`config.mk`:
```
export PLATFORM = sky130hd
export DESIGN_NAME = pwm_multi_ctrl
export DESIGN_NICKNAME = d
export VERILOG_FILES = /design/src/rtl/pwm_pkg.sv /design/src/rtl/pwm_channel.sv /design/src/rtl/pwm_multi_ctrl.sv
export SDC_FILE = /design/constraint.sdc
export NUM_CORES = 1
export LEC_CHECK = 0
export BUFFER_PORTS_ARGS = -buffer_cell sky130_fd_sc_hd__clkbuf_2
export CAP_MARGIN = 20
export CELL_PAD_IN_SITES_DETAIL_PLACEMENT = 1
export CELL_PAD_IN_SITES_GLOBAL_PLACEMENT = 1
export CORE_AREA = 5 5 119 98
export DETAILED_ROUTE_END_ITERATION = 8
export DIE_AREA = 0 0 124 103
export PLACE_DENSITY = 0.81
export SKIP_CTS_REPAIR_TIMING = 1
export SLEW_MARGIN = 20
export SYNTH_ARGS = -nofsm -noshare
export SYNTH_HDL_FRONTEND = slang
export SYNTH_SLANG_ARGS = --single-unit
```
`constraint.sdc`:
```
create_clock -name clk -period 4.2 [get_ports clk]
set_clock_uncertainty 0.1 [all_clocks]
set_input_delay 0.63 -clock clk [delete_from_list [all_inputs] [get_ports clk]]
set_output_delay 0.63 -clock clk [all_outputs]
set_load 0.02 [all_outputs]
```
`src/rtl/pwm_pkg.sv`:
```
// pwm_pkg: shared constants and helpers for the multi-channel PWM controller.
//   MODE_EDGE / MODE_CENTER : values of the mode input.
//   ADDR_PERIOD             : configuration address of the period register.
//   addr_w(n_ch)            : width of the configuration address bus.
package pwm_pkg;

  localparam logic MODE_EDGE   = 1'b0;
  localparam logic MODE_CENTER = 1'b1;

  localparam int ADDR_PERIOD = 0;

  // One address for the period plus one per channel duty.
  function automatic int addr_w(input int n_ch);
    return $clog2(n_ch + 1);
  endfunction

endpackage

```
`src/rtl/pwm_channel.sv`:
```
// pwm_channel: one PWM output channel.
//   clk, rst   : clock, asynchronous active-high reset
//   enable     : 0 forces the output to its idle level (polarity)
//   wr_en      : write strobe for this channel's staging duty
//   wdata      : duty value to stage
//   upd        : staging-to-active transfer at this edge
//   cnt        : shared period counter
//   polarity   : 1 = active-low output
//   pwm        : registered PWM output
module pwm_channel #(
  parameter int CNT_W = 8
) (
  input  logic             clk,
  input  logic             rst,
  input  logic             enable,
  input  logic             wr_en,
  input  logic [CNT_W-1:0] wdata,
  input  logic             upd,
  input  logic [CNT_W-1:0] cnt,
  input  logic             polarity,
  output logic             pwm
);

  logic [CNT_W-1:0] stg_duty;
  logic [CNT_W-1:0] act_duty;
  logic [CNT_W-1:0] stg_duty_nxt;

  // A write landing on the transfer edge goes straight through to active.
  assign stg_duty_nxt = wr_en ? wdata : stg_duty;

  always_ff @(posedge clk or posedge rst) begin
    if (rst) begin
      stg_duty <= '0;
      act_duty <= '0;
      pwm      <= 1'b0;
    end else begin
      stg_duty <= stg_duty_nxt;
      if (upd) begin
        act_duty <= stg_duty_nxt;
      end
      pwm <= enable ? ((cnt < act_duty) ^ polarity) : polarity;
    end
  end

endmodule

```
`src/rtl/pwm_multi_ctrl.sv`:
```
// pwm_multi_ctrl: N-channel PWM generator with one shared period counter.
//   clk, rst     : clock, asynchronous active-high reset
//   enable       : 1 = run; 0 = counter held at 0, outputs idle (= polarity)
//   mode         : 0 = edge-aligned, 1 = center-aligned (sampled at boundary)
//   polarity     : per-channel output inversion
//   upd_lock     : 1 = hold active registers (atomic multi-channel update)
//   cfg_we       : configuration write strobe
//   cfg_addr     : 0 = period, k = duty of channel k-1, > N_CH ignored
//   cfg_wdata    : configuration write data
//   pwm_out      : registered PWM outputs
//   period_tick  : high on the last cycle of each period
//
// Handshake: there is none on the configuration port; every cycle with
// cfg_we=1 is a complete write into the staging registers. Staged values
// become active only on a period boundary (or every cycle while disabled),
// unless upd_lock is high.
module pwm_multi_ctrl
  import pwm_pkg::*;
#(
  parameter int               N_CH       = 4,
  parameter int               CNT_W      = 8,
  parameter logic [CNT_W-1:0] DEF_PERIOD = {CNT_W{1'b1}}
) (
  input  logic                      clk,
  input  logic                      rst,
  input  logic                      enable,
  input  logic                      mode,
  input  logic [N_CH-1:0]           polarity,
  input  logic                      upd_lock,
  input  logic                      cfg_we,
  input  logic [addr_w(N_CH)-1:0]   cfg_addr,
  input  logic [CNT_W-1:0]          cfg_wdata,
  output logic [N_CH-1:0]           pwm_out,
  output logic                      period_tick
);

  localparam int AW = addr_w(N_CH);

  // Counter direction FSM.
  localparam logic [0:0] ST_UP   = 1'b0;
  localparam logic [0:0] ST_DOWN = 1'b1;

  logic [0:0]       state;
  logic [CNT_W-1:0] cnt;
  logic [CNT_W-1:0] stg_period;
  logic [CNT_W-1:0] act_period;
  logic [CNT_W-1:0] stg_period_nxt;
  logic             act_mode;
  logic             tick;
  logic             upd;
  logic             last_up;
  logic             wr_period;

  // Boundary decode. A zero period makes every cycle a boundary.
  always_comb begin
    tick = 1'b0;
    if (enable) begin
      if (act_period == '0) begin
        tick = 1'b1;
      end else if (act_mode == MODE_EDGE) begin
        tick = (cnt == act_period);
      end else begin
        tick = (state == ST_DOWN) && (cnt == '0);
      end
    end
  end

  assign period_tick = tick;
  assign last_up     = (cnt == (act_period - CNT_W'(1)));
  assign upd         = !upd_lock && (!enable || tick);

  assign wr_period      = cfg_we && (cfg_addr == AW'(ADDR_PERIOD));
  assign stg_period_nxt = wr_period ? cfg_wdata : stg_period;

  // Counter / direction. Every boundary restarts at 0 counting up, which is
  // also where a new mode or period starts from.
  always_ff @(posedge clk or posedge rst) begin
    if (rst) begin
      cnt   <= '0;
      state <= ST_UP;
    end else if (!enable || tick) begin
      cnt   <= '0;
      state <= ST_UP;
    end else if (act_mode == MODE_EDGE) begin
      cnt <= cnt + CNT_W'(1);
    end else begin
      case (state)
        ST_UP: begin
          // Top endpoint is held for a second cycle while turning around.
          if (last_up) begin
            state <= ST_DOWN;
          end else begin
            cnt <= cnt + CNT_W'(1);
          end
        end
        default: begin
          cnt <= cnt - CNT_W'(1);
        end
      endcase
    end
  end

  // Period and mode staging/active registers.
  always_ff @(posedge clk or posedge rst) begin
    if (rst) begin
      stg_period <= DEF_PERIOD;
      act_period <= DEF_PERIOD;
      act_mode   <= MODE_EDGE;
    end else begin
      stg_period <= stg_period_nxt;
      if (upd) begin
        act_period <= stg_period_nxt;
        act_mode   <= mode;
      end
    end
  end

  for (genvar i = 0; i < N_CH; i++) begin : g_ch
    pwm_channel #(
      .CNT_W(CNT_W)
    ) u_ch (
      .clk     (clk),
      .rst     (rst),
      .enable  (enable),
      .wr_en   (cfg_we && (cfg_addr == AW'(i + 1))),
      .wdata   (cfg_wdata),
      .upd     (upd),
      .cnt     (cnt),
      .polarity(polarity[i]),
      .pwm     (pwm_out[i])
    );
  end

endmodule

```
Word-level counts from Yosys, hierarchy flattened
Cells that the tools add are included.
W data, S select, Z words.
Storage, ports and cells
  output and inout bits: 5
  register bits: 94
  word-level logic and storage cells: 69
  bits of input ports: 21
Operators by class
  reductions and logical operators: 14
  muxes and demuxes: 20
  bitwise logic cells: 4
  add/subtract/negate cells: 3
  eq/ne operators: 7
  $lt $le $gt $ge: 4
Operators with widths (count)
  $mux W8: 9
  $lt A8 B8 Y1: 4
  $eq A8 B8 Y1: 2
  $logic_not A8 Y1: 2
  $sub A8 B1 Y8 const B: 2
  $mux W1: 11
  $add A8 B1 Y8 const B: 1
  $logic_and A1 B1 Y1: 7
  $eq A3 B2 Y1 const B: 2
  $ne A4 B3 Y1 const B: 1
  $xor A1 B1 Y1: 4
  $eq A3 B1 Y1 const B: 1
  $eq A3 B3 Y1 const B: 1
  $logic_not A3 Y1: 1
  $logic_not A1 Y1: 2
  $reduce_bool A2 Y1: 1
  $logic_or A1 B1 Y1: 1

Depth between registers and ports, before layout
Gate-level depths: netlist (run 1).
  word-level depth: 7
  gate-level depth with buffers: 10
  gate-level depth less buffers: 8

Hierarchy
A second synthesis (run 1) with hierarchy kept.
Unflattened totals
  cell total of the unflattened synthesis: 434
  area, all modules: 5092.4 um^2
By module, submodules not included
  pwm_channel: area an instance 838.3 um^2, times used 4, cells an instance 68
  pwm_multi_ctrl: area an instance 1739.2 um^2, times used 1, cells an instance 162

Worst setup path before layout (run 1)
No wires, ideal clock.
  path kind: register to output
  start: reg act_period[1]
  end: out period_tick
  path buffers: 1
  setup slack: 1477 ps
  arrival time: 1993 ps
  stages on the path, launching flop included: 6
  required time: 3470 ps
  path through: dfstp_2 > clkbuf_1 > xnor2_1 > nand4_1 > or4_1 > a21boi_0
Between the ends
  cells in the longest elaborated chain, start to end: 4
  elaborated cells between the ends (all ways): 5
Ends and longest elaborated chain
  start, declared: line pwm_multi_ctrl.sv:46  | logic [CNT_W-1:0] act_period;
  start signal, assigned: line pwm_multi_ctrl.sv:112  | act_period <= stg_period_nxt;
  $eq A8 B8 Y1: line pwm_multi_ctrl.sv:61  | tick = (cnt == act_period);
  $mux W1: line pwm_multi_ctrl.sv:60  | end else if (act_mode == MODE_EDGE) begin
  $mux W1 (*): line pwm_multi_ctrl.sv:58  | if (act_period == '0) begin
  $mux W1 (*): line pwm_multi_ctrl.sv:57  | if (enable) begin
  end, declared: line pwm_multi_ctrl.sv:34  | output logic period_tick
Mark *: on every way between the ends. The rest lies on a longest branch, timed or not.

Final worst setup path (run 1)
  start: reg cnt[3]
  end: reg g_ch[0].u_ch.act_duty[5]
Between the ends
  cells in the longest elaborated chain, start to end: 7
  elaborated cells between the ends (all ways): 8
Ends and longest elaborated chain
  start, declared: line pwm_multi_ctrl.sv:44  | logic [CNT_W-1:0] cnt;
  start signal, assigned: line pwm_multi_ctrl.sv:85  | cnt <= cnt + CNT_W'(1);
  start signal, assigned: line pwm_multi_ctrl.sv:93  | cnt <= cnt + CNT_W'(1);
  start signal, assigned: line pwm_multi_ctrl.sv:97  | cnt <= cnt - CNT_W'(1);
  $logic_not A8 Y1: line pwm_multi_ctrl.sv:63  | tick = (state == ST_DOWN) && (cnt == '0);
  $logic_and A1 B1 Y1: line pwm_multi_ctrl.sv:63
  $mux W1 (*): line pwm_multi_ctrl.sv:60
  $mux W1 (*): line pwm_multi_ctrl.sv:58
  $mux W1 (*): line pwm_multi_ctrl.sv:57
  $logic_or A1 B1 Y1 (*): line pwm_multi_ctrl.sv:70  | assign upd = !upd_lock && (!enable || tick);
  $logic_and A1 B1 Y1 (*): line pwm_multi_ctrl.sv:70
  end signal, assigned: line pwm_channel.sv:39  | act_duty <= stg_duty_nxt;
  end, declared: line pwm_channel.sv:25  | logic [CNT_W-1:0] act_duty;
Marked as above.
A chain may end at the register's enable or synchronous reset.

==> results of run 1 <==
==> sequential cells by signal, indices dropped and copies added (netlist names) <==
| name | cells |
|---|---|
| g_ch.u_ch.act_duty | 32 |
| g_ch.u_ch.stg_duty | 32 |
| act_period | 8 |
| cnt | 8 |
| stg_period | 8 |
| g_ch.u_ch.pwm | 4 |
| act_mode | 1 |
| state | 1 |
==> final timing paths <==
check,startpoint,end,slack [ns],depth (start not counted)
hold reg to reg,g_ch[1].u_ch.stg_duty[6],g_ch[1].u_ch.stg_duty[6],0.40,1
hold / removal,rst,g_ch[0].u_ch.act_duty[7],0.18,2
setup reg to reg,cnt[3],g_ch[0].u_ch.act_duty[5],1.07,7
min in group clk,polarity[0],g_ch[0].u_ch.pwm,0.38,2
max in group asynchronous,rst,stg_period[1],2.92,3
setup / recovery,cnt[3],g_ch[0].u_ch.act_duty[5],1.07,7
==> power groups by stage <==
stage                     sequential, mW  combinational, mW  clock, mW
after detailed placement            1.41              0.962          0
after floorplan                     1.31              0.804          0
after global routing                1.42               1.07      0.945
final                               1.39              0.960      0.878
after CTS                           1.40              0.975      0.909
after global placement              1.39              0.907          0
==> stage by stage <==
stage | std cells | setup WS [ns] | util, % | power, mW | cell area (sq um)
2_1_floorplan | 411 | 1.05 | - | 2.11 | 5140
3_3_place_gp | 566 | 1.15 | 50.6 | 2.29 | 5320
3_5_place_dp | 566 | 1.04 | 50.6 | 2.37 | 5320
4_1_cts | 582 | 1.03 | 53.7 | 3.28 | 5640
5_1_grt | 582 | 0.906 | 53.7 | 3.44 | 5640
6_report | 582 | 1.07 | 53.7 | 3.23 | 5640
==> critical path, cell delays in order (launching register included) <==
cell                      delay (ns)
sky130_fd_sc_hd__dfrtp_1        0.65
sky130_fd_sc_hd__xnor2_2        0.19
sky130_fd_sc_hd__nand4_1        0.11
sky130_fd_sc_hd__or4_1          0.54
sky130_fd_sc_hd__and3_4         0.28
sky130_fd_sc_hd__nor2_8         0.47
sky130_fd_sc_hd__buf_4          0.33
sky130_fd_sc_hd__mux2_4         0.32
==> cell families after synthesis <==
kind of cell               after synthesis  share of synthesized area (%)
DFF                                     94                           46.2
adders and majority gates               33                           8.04
buffers and inverters                   55                           5.99
AOI/OAI and AO/OA                       45                           5.65
muxes                                   88                           22.0
and+or+nand+nor                         79                           9.08
xor gates and xnor gates                17                           3.04
==> layout make-up <==
class / count / area, sq um
clock buffer: 11 / 243
clock inverter: 5 / 81.3
fill: 1119 / 4870
inverter: 36 / 136
multi-input combinational: 262 / 2460
sequential: 94 / 2370
tap: 144 / 180
timing repair buffer: 30 / 163
==> layout by cell type, fill, tap and decap left out, drive strengths merged, types with 3 or more instances in the layout <==
cell type / netlist / layout
a21oi: 15 / 15
nor2: 13 / 13
a211oi: 6 / 6
nand2b: 12 / 12
nand3: 4 / 4
buf: 15 / 5
nand2: 19 / 19
nor4: 3 / 3
inv: 35 / 35
xor2: 3 / 3
clkbuf: 4 / 36
dfstp: 16 / 16
o21ai: 6 / 6
clkinv: 1 / 3
mux2: 81 / 81
nand4: 3 / 3
xnor2: 14 / 14
a21o: 8 / 8
nor3b: 7 / 7
mux2i: 7 / 7
o31ai: 4 / 4
dfrtp: 78 / 78
nor3: 5 / 5
ha: 33 / 33
==> layer usage <==
metal / global-route usage, % / wire [um]
met5: 0 / 0
met4: 5.89 / 160
met1: 25.8 / 5100
met3: 3.62 / 373
met2: 33.2 / 5680
==> reports/qor.tcl, run 1 <==
set qor(insertion_delay_ns) 0.34
set qor(async_flop_share_pct) 100
set qor(area_fraction_of_the_dominant_cell_type_after_synthesis_pct) 38.0
set qor(first_global_vias) 3520
set qor(synth_edf_count) 0
set qor(die-area_sq_um) 12800
set qor(pwr_density_cell_nw_per_um2) 572
set qor(grt_setup_unrepaired) {false}
set qor(initialDrtViolationCount) 162
set qor(clk_pin_slew_worst_paths_ns) 0.07
set qor(start_util_pct) 48.9
set qor(synth_sequential_area_ratio_pct) 46.2
set qor(die_width_um) 124
set qor(switchingPower_mw) 0.970
set qor(clock-root-buffer) {sky130_fd_sc_hd__clkbuf_16}
set qor(pwr-share-seq_pct) 43.1
set qor(number_of_antenna_violations_at_the_first_check_in_global_routing) 0
set qor(minimum_clock_period_ns) 3.13
set qor(clkPwrFrac_pct) 27.2
set qor(top_level_ports) 26
set qor(synthDominantAreaCellType) {sky130_fd_sc_hd__dfrtp_1}
set qor(synthTopCellsByArea) {sky130_fd_sc_hd__dfrtp_1 (38%), sky130_fd_sc_hd__mux2_4 (12%), sky130_fd_sc_hd__mux2_2 (9.0%)}
set qor(ys_seq_elements) 94
set qor(antenna_violating_nets_post_route) 0
set qor(floorplan.die.height_um) 103
set qor(synthFlopType) {sky130_fd_sc_hd__dfrtp_1}
set qor(finalHoldWorstSlack_ns) 0.184
set qor(grt_usage_pct) 19.6
set qor(power.internal_mw) 2.26
set qor(final_layout_size_suffix_gt1_share_pct) 34.0
set qor(fin_nets) 487
set qor(timing.critical_path.arrival_ns) 3.25
set qor(status) {finished clean}
set qor(totalWireLength_mm) 11.3
set qor(syn_area_per_cell_sq_um) 12.5
set qor(syn_inst) 411
set qor(setup-tns-final_ns) 0
set qor(timing.critical_path.required_ns) 4.33
set qor(worst_setup_path_end_kind) {flop}
set qor(area_growth_pct) 9.74
set qor(clock_sink_count) 94
set qor(ys_top_cells_by_count) {sky130_fd_sc_hd__dfrtp_1 (78), sky130_fd_sc_hd__mux2_2 (41), sky130_fd_sc_hd__mux2_4 (40)}
set qor(setup.worst_path.start_class) {flop}
set qor(cts_buffer_depth) 2
set qor(vias_per_cell) 5.38
set qor(tritoncts) {yes}
set qor(port-buffer-count) 25
set qor(final-hold-violation-count) 0
set qor(hpwl_mm) 8.33
set qor(fin_crit_sh_pct) 74.4
set qor(n_antenna_cell) 0
set qor(wirelength_per_cell_um) 19.4
set qor(grt_pass1_wl_mm) 18.9
set qor(mappedNetlistNets) 465
set qor(post_synth_instance_area_sq_um) 5140
set qor(achievable-frequency_mhz) 320
set qor(final-setup-viol-count) 0
set qor(max_cap_violations) 0
set qor(worst_max_slew_pin_slew_ns) 1.04
set qor(placeable_core_region_sq_um) 10500
set qor(detail_route.first_pass.iterations) 4
set qor(slew_headroom_pct) 30.2
set qor(timing.final.max_slew_violations) 0
set qor(critPathMaxFanout) 24
set qor(grt_overflow) 0
set qor(cts_htree_levels) 3
set qor(route.vias.total) 3129
set qor(placement_rows) 34
set qor(vdd_drop_max_uv) 340
set qor(unique_cell_type_count_in_the_yosys_netlist) 46
set qor(cell_with_the_most_instances_after_synthesis) {sky130_fd_sc_hd__dfrtp_1}
set qor(pwr-share-comb_pct) 29.7
set qor(grt_start_max_net_pins) 41
set qor(swShare_pct) 30.1
set qor(yosysWarnings) 0
set qor(cts_made_buffers) 9
set qor(hp-class) {in2async}
set qor(place.gp.congestion) 0.833
set qor(detail_route.drc_violations) 0
set qor(p_leak_nw) 2.65
set qor(critPathKind) {reg2reg}
(Power assumes the default switching activity.)
==> run 2: changes to the inputs <==
--- a/config.mk
+++ b/config.mk
@@ -5,13 +5,14 @@
 export SDC_FILE = /design/constraint.sdc
 export NUM_CORES = 1
 export LEC_CHECK = 0
+export ABC_AREA = 1
 export BUFFER_PORTS_ARGS = -buffer_cell sky130_fd_sc_hd__clkbuf_2
 export CAP_MARGIN = 20
 export CELL_PAD_IN_SITES_DETAIL_PLACEMENT = 1
 export CELL_PAD_IN_SITES_GLOBAL_PLACEMENT = 1
-export CORE_AREA = 5 5 119 98
+export CORE_AREA = 5 5 127 105
 export DETAILED_ROUTE_END_ITERATION = 8
-export DIE_AREA = 0 0 124 103
+export DIE_AREA = 0 0 132 110
 export PLACE_DENSITY = 0.81
 export SKIP_CTS_REPAIR_TIMING = 1
 export SLEW_MARGIN = 20
==> constraint.sdc (replaced) <==
create_clock -name clk -period 2.9 [get_ports clk]
set_clock_uncertainty 0.1 [all_clocks]
set_input_delay 0.435 -clock clk [delete_from_list [all_inputs] [get_ports clk]]
set_output_delay 0.435 -clock clk [all_outputs]
set_load 0.02 [all_outputs]
==> reports/qor.tcl, run 2 <==
set qor(crit_start) {cnt[0]} ;# was cnt[3]
set qor(placeable_core_region_sq_um) 11900 ;# was 10500 sq um
set qor(pwr_density_cell_nw_per_um2) 996 ;# was 572 nW/um^2
set qor(top_level_ports) 26 ;# unchanged
set qor(grt_use_met3_pct) 3.72 ;# was 3.62%
set qor(synthFlopType) {sky130_fd_sc_hd__dfrtp_1} ;# unchanged
set qor(cell_with_the_most_instances_after_synthesis) {sky130_fd_sc_hd__nand2_1} ;# was sky130_fd_sc_hd__dfrtp_1
set qor(status) {finished clean} ;# unchanged
set qor(final-setup-viol-count) 0 ;# unchanged
set qor(synthDominantAreaCellType) {sky130_fd_sc_hd__dfrtp_1} ;# unchanged
set qor(timing.rr.start) {cnt[0]} ;# was cnt[3]
set qor(p_leak_nw) 3.04 ;# was 2.65 nW
set qor(final-hold-violation-count) 0 ;# unchanged
set qor(use_met2_pct) 39.3 ;# was 33.2%
set qor(cts_htree_levels) 3 ;# unchanged
set qor(postLayoutCellArea_sq_um) 5990 ;# was 5640 sq um
set qor(worstPathCellList) {inv_2, ha_1, inv_1, nor2_1, nand3_1, nor2_2, nor2_2, a21oi_1, clkbuf_2} ;# was xnor2_2, nand4_1, or4_1, and3_4, nor2_8, buf_4, mux2_4
set qor(r2r-end) {g_ch[2].u_ch.act_duty[7]} ;# was g_ch[0].u_ch.act_duty[5]
set qor(postPlaceCellArea_sq_um) 5680 ;# was 5320 sq um
set qor(post-layout-total-power_mw) 5.97 ;# was 3.23 mW
set qor(mappedNetlistNets) 704 ;# was 465
set qor(grt_pass1_wl_mm) 25.0 ;# was 18.9 mm
set qor(setup-tns-final_ns) 0 ;# unchanged
set qor(layout_common_cells) {sky130_fd_sc_hd__nand2_1 (171), sky130_fd_sc_hd__inv_1 (79), sky130_fd_sc_hd__dfrtp_1 (78)} ;# was sky130_fd_sc_hd__dfrtp_1 (78), sky130_fd_sc_hd__mux2_2 (41), sky130_fd_sc_hd__mux2_4 (40)
set qor(finalHoldWorstSlack_ns) 0.193 ;# was 0.184 ns
set qor(worst_path_most_repeated_cell) {sky130_fd_sc_hd__nor2_2}
set qor(vias_per_cell) 5.37 ;# was 5.38
set qor(timing.critical_path.arrival_ns) 1.97 ;# was 3.25 ns
set qor(die_width_um) 132 ;# was 124 um
set qor(num-fill-cells) 1469 ;# was 1119
set qor(detail_route.drc_violations) 0 ;# unchanged
set qor(n_antenna_cell) 0 ;# unchanged
set qor(hold_path_depth) 3
set qor(grt_busiest_layer) {met2} ;# unchanged
set qor(fin_crit_sh_pct) 86.3
set qor(grt_setup_unrepaired) {false} ;# unchanged
set qor(setup.worst_path.start_class) {flop} ;# unchanged
set qor(minimum_clock_period_ns) 2.50
set qor(area_fraction_of_the_dominant_cell_type_after_synthesis_pct) 35.6 ;# was 38.0%
set qor(wirelength_per_cell_um) 18.3 ;# was 19.4 um
set qor(cts_made_buffers) 9 ;# unchanged
set qor(placement_rows) 36 ;# was 34
set qor(start_util_pct) 45.9 ;# was 48.9%
set qor(floorplan.die.height_um) 110 ;# was 103 um
set qor(totalWireLength_mm) 15.2 ;# was 11.3 mm
set qor(first_global_vias) 4762 ;# was 3520
set qor(synth_edf_count) 0 ;# unchanged
set qor(timing.critical_path.required_ns) 2.37 ;# was 4.33 ns
set qor(insertion_delay_ns) 0.35 ;# was 0.34 ns
set qor(worst_path_max_delay_cell) {sky130_fd_sc_hd__dfrtp_1} ;# unchanged
set qor(route.vias.total) 4479 ;# was 3129
set qor(die-area_sq_um) 14500 ;# was 12800 sq um
set qor(setup.reg_to_reg.worst_slack_ns) 0.44 ;# was 1.07 ns
set qor(worst_setup_path_end_kind) {output port} ;# was flop
set qor(global_route.usage.met1_pct) 27.5 ;# was 25.8%
set qor(worst_max_slew_pin_slew_ns) 0.819 ;# was 1.04 ns
set qor(timing.final.max_slew_violations) 0 ;# unchanged
set qor(clock_sink_count) 94 ;# unchanged
set qor(unique_cell_type_count_in_the_yosys_netlist) 33 ;# was 46
set qor(final_layout_size_suffix_gt1_share_pct) 24.0 ;# was 34.0%
set qor(ys_seq_elements) 94 ;# unchanged
set qor(clk_pin_slew_worst_paths_ns) 0.07 ;# about the same
set qor(largest_registers) {g_ch.u_ch.act_duty (32), g_ch.u_ch.stg_duty (32)} ;# unchanged
set qor(syn_inst) 650 ;# was 411
set qor(tritoncts) {yes} ;# unchanged
set qor(mostFrequentLayoutCell) {sky130_fd_sc_hd__nand2_1} ;# was sky130_fd_sc_hd__dfrtp_1
set qor(grt_overflow) 0 ;# unchanged
set qor(rr_worst_depth) 12 ;# was 7
set qor(achievable-frequency_mhz) 400
set qor(vdd_drop_max_uv) 354 ;# was 340 uV
set qor(clock-root-buffer) {sky130_fd_sc_hd__clkbuf_16} ;# unchanged
set qor(place.gp.congestion) 0.916 ;# was 0.833
set qor(slew_headroom_pct) 45.4 ;# was 30.2%
set qor(async_flop_share_pct) 100 ;# unchanged
set qor(hpwl_mm) 11.1 ;# was 8.33 mm
set qor(max_cap_violations) 0 ;# unchanged
set qor(critPathCapture) {period_tick} ;# was g_ch[0].u_ch.act_duty[5]
set qor(grt_start_max_net_pins) 83 ;# was 41
set qor(number_of_antenna_violations_at_the_first_check_in_global_routing) 0 ;# unchanged
set qor(yosysWarnings) 0 ;# unchanged
set qor(antenna_violating_nets_post_route) 0 ;# unchanged
set qor(post_synth_instance_area_sq_um) 5480 ;# was 5140 sq um
set qor(critPathMaxFanout) 10 ;# was 24
set qor(hp-class) {in2reg} ;# was in2async
set qor(synthTopCellsByArea) {sky130_fd_sc_hd__dfrtp_1 (36%), sky130_fd_sc_hd__nand2_1 (12%), sky130_fd_sc_hd__dfstp_2 (7.7%)} ;# was sky130_fd_sc_hd__dfrtp_1 (38%), sky130_fd_sc_hd__mux2_4 (12%), sky130_fd_sc_hd__mux2_2 (9.0%)
set qor(cp_slowest_stage_delay_ns) 0.53 ;# was 0.65 ns
set qor(initialDrtViolationCount) 249 ;# was 162
set qor(fin_nets) 731 ;# was 487
set qor(detail_route.first_pass.iterations) 4 ;# unchanged
set qor(grt_usage_pct) 22.2 ;# was 19.6%
set qor(port-buffer-count) 25 ;# unchanged
set qor(syn_area_per_cell_sq_um) 8.43 ;# was 12.5 sq um
set qor(critPathKind) {reg2out} ;# was reg2reg
set qor(cts_buffer_depth) 2 ;# unchanged
set qor(area_growth_pct) 9.34 ;# was 9.74%
set qor(ys_top_cells_by_count) {sky130_fd_sc_hd__nand2_1 (171), sky130_fd_sc_hd__inv_1 (80), sky130_fd_sc_hd__dfrtp_1 (78)} ;# was sky130_fd_sc_hd__dfrtp_1 (78), sky130_fd_sc_hd__mux2_2 (41), sky130_fd_sc_hd__mux2_4 (40)
set qor(synth_sequential_area_ratio_pct) 43.3 ;# was 46.2%
-- run 2: changes by cell type after synthesis, moves of 29 or more --
cell                      delta
sky130_fd_sc_hd__nand2_1   +152
sky130_fd_sc_hd__o21ai_0    +44
sky130_fd_sc_hd__mux2_4     -40
sky130_fd_sc_hd__nand3_1    +29
sky130_fd_sc_hd__inv_1      +45
sky130_fd_sc_hd__o21ai_2    +39
sky130_fd_sc_hd__mux2_2     -41
sky130_fd_sc_hd__nand2_2    +40
-- run 2: report_power, final --
group          leakage [nW]  internal [mW]  total (mW)  switching [mW]
sequential             1.17           1.77        2.01           0.233
combinational          1.73          0.929        2.75            1.82
clock                 0.139          0.675        1.21           0.535
total                  3.04           3.38        5.97            2.59
-- run 2: layout make-up --
class | count | area (sq um) | area share [%]
sequential | 94 | 2370 | 39.6
clock buffer | 10 | 229 | 3.82
timing repair buffer | 38 | 225 | 3.76
clock inverter | 6 | 71.3 | 1.19
inverter | 85 | 338 | 5.64
multi-input combinational | 449 | 2560 | 42.8
tap | 152 | 190 | 3.18
-- run 2: kinds of logic after synthesis --
logic type,synth area share [%]
buf+inv,9.89
fa+ha+maj,7.54
flops,43.3
simple gates,25.1
xor+xnor,0.959
compound gates,13.2
-- run 2: worst min-delay path by stage --
stage	start	end	slack [ns]
3_3_place_gp	rst	g_ch[3].u_ch.stg_duty[1]	0.22
4_1_cts	rst	g_ch[3].u_ch.act_duty[3]	-0.16
5_1_grt	mode	act_mode	0.18
2_1_floorplan	act_period[7]	act_period[7]	0.39
3_5_place_dp	rst	g_ch[3].u_ch.stg_duty[1]	0.22
6_report	mode	act_mode	0.19
-- run 2: worst max-delay path: cells and delay by family, from the launching register on --
| family | cells | cell delay [ns] |
|---|---|---|
| compound gates | 1 | 0.14 |
| fa+ha+maj | 1 | 0.17 |
| flops | 1 | 0.53 |
| buf+inv | 3 | 0.44 |
| simple gates | 4 | 0.34 |
-- run 2: metrics by stage --
step           util (%)  instances  setup slack, ns
4_1_cts            50.1        833            0.369
6_report           50.2        834            0.398
2_1_floorplan         -        650            0.918
5_1_grt            50.2        834            0.226
3_5_place_dp       47.6        817            0.453
3_3_place_gp       47.6        817            0.517
-- run 2: per-layer routing --
layer,vias up,share of wire [%]
met5,-,0
li1,2121,-
met3,21,3.7
met4,0,2.3
met2,96,49
met1,2241,45
